File: config.mk
export PLATFORM = sky130hd
export DESIGN_NAME = operand_stream_reader
export DESIGN_NICKNAME = d
export VERILOG_FILES = /design/src/rtl/operand_stream_reader.sv
export SDC_FILE = /design/constraint.sdc
export NUM_CORES = 1
export LEC_CHECK = 0
export CORE_MARGIN = 2
export CORE_UTILIZATION = 38
export DETAILED_ROUTE_END_ITERATION = 6
export GPL_TIMING_DRIVEN = 0
export PLACE_DENSITY_LB_ADDON = 0.12
export SYNTH_ARGS = -nofsm -noshare
export SYNTH_HDL_FRONTEND = slang
export SYNTH_SLANG_ARGS = --single-unit
File: constraint.sdc
create_clock -name clk_i -period 9 [get_ports clk_i]
set_input_delay 1.8 -clock clk_i [delete_from_list [all_inputs] [get_ports clk_i]]
set_output_delay 1.8 -clock clk_i [all_outputs]
set_load 0.01 [all_outputs]
File: src/rtl/operand_stream_reader.sv
// Read-side sequencer for the matrix operand register: walks an N x N matrix in
// row-major or transposed order and streams the elements out through a 2-entry FIFO.
module operand_stream_reader #(
   parameter int DATA_WIDTH = 32,
   parameter int ADDR_WIDTH = 4,
   parameter int MAX_DIM    = 4,
   parameter int DIM_WIDTH  = 3
) (
   input  logic                  clk_i,
   input  logic                  rst_ni,
   input  logic                  start_i,
   input  logic [DIM_WIDTH-1:0]  dim_i,
   input  logic                  transpose_i,
   output logic [ADDR_WIDTH-1:0] addr_Mat_o,
   input  logic [DATA_WIDTH-1:0] read_data_Mat_i,
   output logic [DATA_WIDTH-1:0] data_o,
   output logic                  valid_o,
   input  logic                  ready_i,
   output logic                  last_o,
   output logic                  busy_o,
   output logic                  done_o
);

   typedef enum logic [1:0] {
      IDLE  = 2'd0,
      ISSUE = 2'd1,
      DRAIN = 2'd2
   } state_e;

   state_e                state_q, state_d;
   logic [DIM_WIDTH-1:0]  n_q, n_d;
   logic                  trans_q, trans_d;
   logic [DIM_WIDTH-1:0]  outer_q, outer_d;
   logic [DIM_WIDTH-1:0]  inner_q, inner_d;
   logic [ADDR_WIDTH-1:0] addr_q, addr_d;
   logic                  inflight_q, inflight_d;
   logic                  inflight_last_q, inflight_last_d;
   logic [DATA_WIDTH-1:0] fifo_data_q [2];
   logic [DATA_WIDTH-1:0] fifo_data_d [2];
   logic                  fifo_last_q [2];
   logic                  fifo_last_d [2];
   logic                  wr_ptr_q, wr_ptr_d;
   logic                  rd_ptr_q, rd_ptr_d;
   logic [1:0]            count_q, count_d;
   logic                  done_q, done_d;

   logic                  pop;
   logic                  issue;
   logic                  is_last;
   logic [2:0]            occupancy;
   logic [DIM_WIDTH-1:0]  dim_clamped;
   logic [DIM_WIDTH-1:0]  row;
   logic [DIM_WIDTH-1:0]  col;
   logic [ADDR_WIDTH-1:0] cur_addr;

   assign valid_o    = (count_q != 2'd0);
   assign data_o     = fifo_data_q[rd_ptr_q];
   assign last_o     = valid_o & fifo_last_q[rd_ptr_q];
   assign busy_o     = (state_q != IDLE) | done_q;
   assign done_o     = done_q;
   assign pop        = valid_o & ready_i;
   assign addr_Mat_o = issue ? cur_addr : addr_q;

   // Issue only when the FIFO plus the read still in the register's pipeline
   // leave room, so a stalled consumer can never cause an overflow.
   always_comb begin
      dim_clamped = (dim_i > DIM_WIDTH'(MAX_DIM)) ? DIM_WIDTH'(MAX_DIM) : dim_i;
      row         = trans_q ? inner_q : outer_q;
      col         = trans_q ? outer_q : inner_q;
      cur_addr    = ADDR_WIDTH'(row) * ADDR_WIDTH'(MAX_DIM) + ADDR_WIDTH'(col);
      occupancy   = 3'(count_q) + 3'(inflight_q) - 3'(pop);
      issue       = (state_q == ISSUE) && (occupancy < 3'd2);
      is_last     = (inner_q == n_q - DIM_WIDTH'(1)) && (outer_q == n_q - DIM_WIDTH'(1));
   end

   always_comb begin
      state_d         = state_q;
      n_d             = n_q;
      trans_d         = trans_q;
      outer_d         = outer_q;
      inner_d         = inner_q;
      addr_d          = addr_q;
      inflight_d      = issue;
      inflight_last_d = issue & is_last;
      fifo_data_d     = fifo_data_q;
      fifo_last_d     = fifo_last_q;
      wr_ptr_d        = wr_ptr_q;
      rd_ptr_d        = rd_ptr_q;
      count_d         = count_q + {1'b0, inflight_q} - {1'b0, pop};
      done_d          = 1'b0;

      case (state_q)
         IDLE: begin
            if (start_i) begin
               if (dim_clamped == '0) begin
                  done_d = 1'b1;
               end else begin
                  state_d = ISSUE;
                  n_d     = dim_clamped;
                  trans_d = transpose_i;
                  outer_d = '0;
                  inner_d = '0;
               end
            end
         end
         ISSUE: begin
            if (issue) begin
               addr_d = cur_addr;
               if (inner_q == n_q - DIM_WIDTH'(1)) begin
                  inner_d = '0;
                  outer_d = outer_q + DIM_WIDTH'(1);
               end else begin
                  inner_d = inner_q + DIM_WIDTH'(1);
               end
               if (is_last) begin
                  state_d = DRAIN;
               end
            end
         end
         DRAIN: begin
            if (pop && last_o) begin
               state_d = IDLE;
               done_d  = 1'b1;
            end
         end
         default: state_d = IDLE;
      endcase

      // Read data arrives one cycle after its address, tagged with its last flag.
      if (inflight_q) begin
         fifo_data_d[wr_ptr_q] = read_data_Mat_i;
         fifo_last_d[wr_ptr_q] = inflight_last_q;
         wr_ptr_d              = ~wr_ptr_q;
      end
      if (pop) begin
         rd_ptr_d = ~rd_ptr_q;
      end
   end

   always_ff @(posedge clk_i or negedge rst_ni) begin
      if (!rst_ni) begin
         state_q         <= IDLE;
         n_q             <= '0;
         trans_q         <= 1'b0;
         outer_q         <= '0;
         inner_q         <= '0;
         addr_q          <= '0;
         inflight_q      <= 1'b0;
         inflight_last_q <= 1'b0;
         fifo_data_q     <= '{default: '0};
         fifo_last_q     <= '{default: 1'b0};
         wr_ptr_q        <= 1'b0;
         rd_ptr_q        <= 1'b0;
         count_q         <= '0;
         done_q          <= 1'b0;
      end else begin
         state_q         <= state_d;
         n_q             <= n_d;
         trans_q         <= trans_d;
         outer_q         <= outer_d;
         inner_q         <= inner_d;
         addr_q          <= addr_d;
         inflight_q      <= inflight_d;
         inflight_last_q <= inflight_last_d;
         fifo_data_q     <= fifo_data_d;
         fifo_last_q     <= fifo_last_d;
         wr_ptr_q        <= wr_ptr_d;
         rd_ptr_q        <= rd_ptr_d;
         count_q         <= count_d;
         done_q          <= done_d;
      end
   end

endmodule

==> flow_summary_export.csv <==
group,metric,value,unit
floorplan,core_area,0.0107,mm^2
detailed_routing,dr.pass1.iters,4,
detailed_routing,drt_iter0_drc,61,
synth,synth_xor_area_share,2.06,%
floorplan,initial_utilization,38.5,%
sta,relSlewSlack,55.9,%
floorplan,die_w,108,um
grt,grtUsageTotal,14.9,%
floorplan,row_count,38,
final_layout,area_growth,28.4,%
clock_tree,clk_path_buf_depth,2,
grt,grt_max_degree,49,
min_path,hold_class,"reg2reg",
clock_tree,postCtsSetupBuffers,0,
flow_run,maxCapViolations,0,
clock_tree,path_clk_slew,0.08,ns
final_layout,fillerInstances,1013,
power_and_ir_drop,p_per_area,383,mW/mm^2
detailed_routing,met3WireLength,271,um
synth,ys_warn_count,0,
grt,gr-total-overflow,0,
synth,synth_cell_types,37,
synth,syn_avg_cell_area,13.5,um^2
floorplan,ios,80,
clock_tree,cts_resized,0,
synth,synthTopCellsByArea,"dfrtp_1 (54%), mux2_2 (28%), ha_1 (1.8%)",
detailed_routing,wl,8240,um
detailed_routing,ant_nets,0,
synth,synth_simple_gate_area_share,6.84,%
clock_tree,root_buffer,"clkbuf_8",
sta,maxSlewViolCount,0,
clock_tree,cts_hold_buf,0,
clock_tree,h-tree-depth,3,
sta,tns,0,ns
synth,synth-compound-area-share,3.06,%
synth,synthAdderAreaFrac,2.30,%
detailed_routing,vias_per_cell,4.88,
placement,preCtsSetupSlack,2.32,ns
setup_path,critPathLaunchType,"input pin",
synth,ys_async_sr_fraction,100,%
final_layout,diodes,0,
clock_tree,worstSkewPairLatency,0.35,ns
sta,rsz0062_at_grt,"false",
placement,dp_hpwl,5790,um
sta,finalCritPeriodShare,73.5,%
setup_path,path_max_fanout,10,
detailed_routing,wl_per_cell,15.2,um
synth,synth-main-ff-cell,"dfrtp_1",
synth,ys_ff_latch,89,
detailed_routing,drc_errors,0,
sta,setup_viol,0,
sta,max_slew.worst_pin.slew,0.662,ns
placement,numPortBuffers,79,
setup_path,cp-end-kind,"output pin",
sta,finClkSkew,0.0121,ns
clock_tree,cts_tree,"built",
final_layout,drive_above_1_share,31.7,%
synth,synth_mux_area_share,29.5,%
setup_path,crit_type,"in2out",
synth,synth_top_family_by_area,"multiplexers",
grt,antenna_found_initial,0,
status,outcome,"finished, final reports clean",
sta,max_freq,151,MHz
power_and_ir_drop,leakage,0.00222,uW
setup_path,cp_data_arrival_time,4.81,ns
synth,yosys.area.top_type,"dfrtp_1",
synth,synth_edf_count,0,
power_and_ir_drop,ir_worst_vdd,0.211,mV
setup_path,required,7.20,ns
final_layout,fin_util,49.4,%
synth,synth_nets,352,
detailed_routing,dr_wl_met2,4100,um
sta,worst_slack,2.39,ns
synth,ys_seq_area_share,53.9,%
floorplan,fp.dieH,108,um
synth,synth_cells,305,
grt,grt_pass1_vias,2769,
final_layout,final_nets,443,
synth,synth_top_area_share,53.9,%
sta,hold_viol_final,0,
placement,place.gp.congestion,0.716,
clock_tree,numCtsBuffers,9,
sta,finalCriticalPeriod,6.61,ns
detailed_routing,drt-met1-wl,3740,um
grt,grt_pass1_wl,13500,um
floorplan,die_area,0.0117,mm^2
detailed_routing,routed.top_layer,"met4",
detailed_routing,dr_total_vias,2640,
clock_tree,clkSinkCount,89,
synth,syn-cell-area,0.00413,mm^2
[per-stage QoR]
stage,power [uW],cells,instance area [um^2],hold slack [ns]
floorplan,1370,305,4130,0.439
global route,2190,541,5310,0.516
detailed placement,1800,525,5120,0.461
CTS,2070,541,5310,0.481
global placement,1770,524,5100,0.453
finish,2030,541,5310,0.476
[registers in the layout, summed over array words and instances, names as in the netlist]
signal / cells
trans_q: 1
done_o: 1
inner_q: 3
addr_q: 4
wr_ptr_q: 1
rd_ptr_q: 1
outer_q: 3
inflight_q: 1
inflight_last_q: 1
state_q: 2
n_q: 3
count_q: 2
fifo_last_q: 2
fifo_data_q: 64
[path summary, 6_finish.rpt]
check                            from  cells past startpoint  slack [ns]         endpoint
max                           ready_i                     13        2.39    addr_Mat_o[1]
min                         addr_q[0]                      2        0.48        addr_q[0]
max reg2reg                count_q[1]                     12        6.03       inner_q[2]
min reg2reg                 addr_q[0]                      2        0.48        addr_q[0]
max in group asynchronous      rst_ni                      2        6.91       outer_q[1]
min in group asynchronous      rst_ni                      1        1.44  fifo_data_q[10]
[cell type report]
class,count,area [um^2],share of cell area (%)
plain buffers,15,61.3,1.16
well taps,140,175,3.30
inverters,9,33.8,0.637
clock buffers,11,141,2.67
multi-input cells,192,1810,34.1
repair buffers,80,816,15.4
clock inverters,5,40.0,0.755
flip-flops and latches,89,2230,42.0
[layer usage]
| metal | global-route usage, % | vias up |
|---|---|---|
| li1 | - | 1258 |
| met1 | 19.3 | 1321 |
| met4 | 5.49 | 0 |
| met2 | 25.0 | 48 |
| met5 | 0 | - |
| met3 | 2.83 | 13 |
[cell families after synthesis]
group	Yosys count
fa+ha+maj	7
flops	89
mux	109
xor+xnor	8
compound gates	20
buf+inv	24
simple gates	48
[critical path, stage by stage]
cell,delay [ns]
clkdlybuf4s50_1,0.46
o21ai_0,0.17
inv_1,0.10
ha_1,0.22
inv_1,0.06
ha_1,0.13
inv_1,0.05
fa_1,0.37
xnor2_1,0.25
nand3_1,0.22
clkbuf_1,0.25
o21ai_0,0.20
clkdlybuf4s50_1,0.56
[synth_stat cells, types with 3 or more instances]
master and n:
xnor2_1 5, nand2_1 12, o21ai_0 10, nand2b_1 4
buf_1 3, nor2b_1 5, ha_1 6, mux2i_1 5
mux2_2 104, nor3b_1 5, dfrtp_1 89, inv_1 9
clkbuf_1 8, nor2_1 7, buf_2 4
[power by group]
part	switching, uW	internal (uW)	leakage [uW]
Clock	144	110	0.0000822
Sequential	102	591	0.00105
Combinational	438	645	0.00109
[cells in the final DEF, fill, tap and decap left out, types with 3 or more instances in the layout]
| cell | n |
|---|---|
| buf_1 | 3 |
| buf_2 | 4 |
| clkbuf_1 | 9 |
| clkbuf_8 | 10 |
| clkdlybuf4s50_1 | 78 |
| clkinvlp_4 | 3 |
| dfrtp_1 | 89 |
| ha_1 | 6 |
| inv_1 | 9 |
| mux2_2 | 104 |
| mux2i_1 | 5 |
| nand2_1 | 12 |
| nand2b_1 | 4 |
| nor2_1 | 7 |
| nor2b_1 | 5 |
| nor3b_1 | 5 |
| o21ai_0 | 10 |
| xnor2_1 | 5 |
Note: power is estimated with default switching activity, not from simulation.
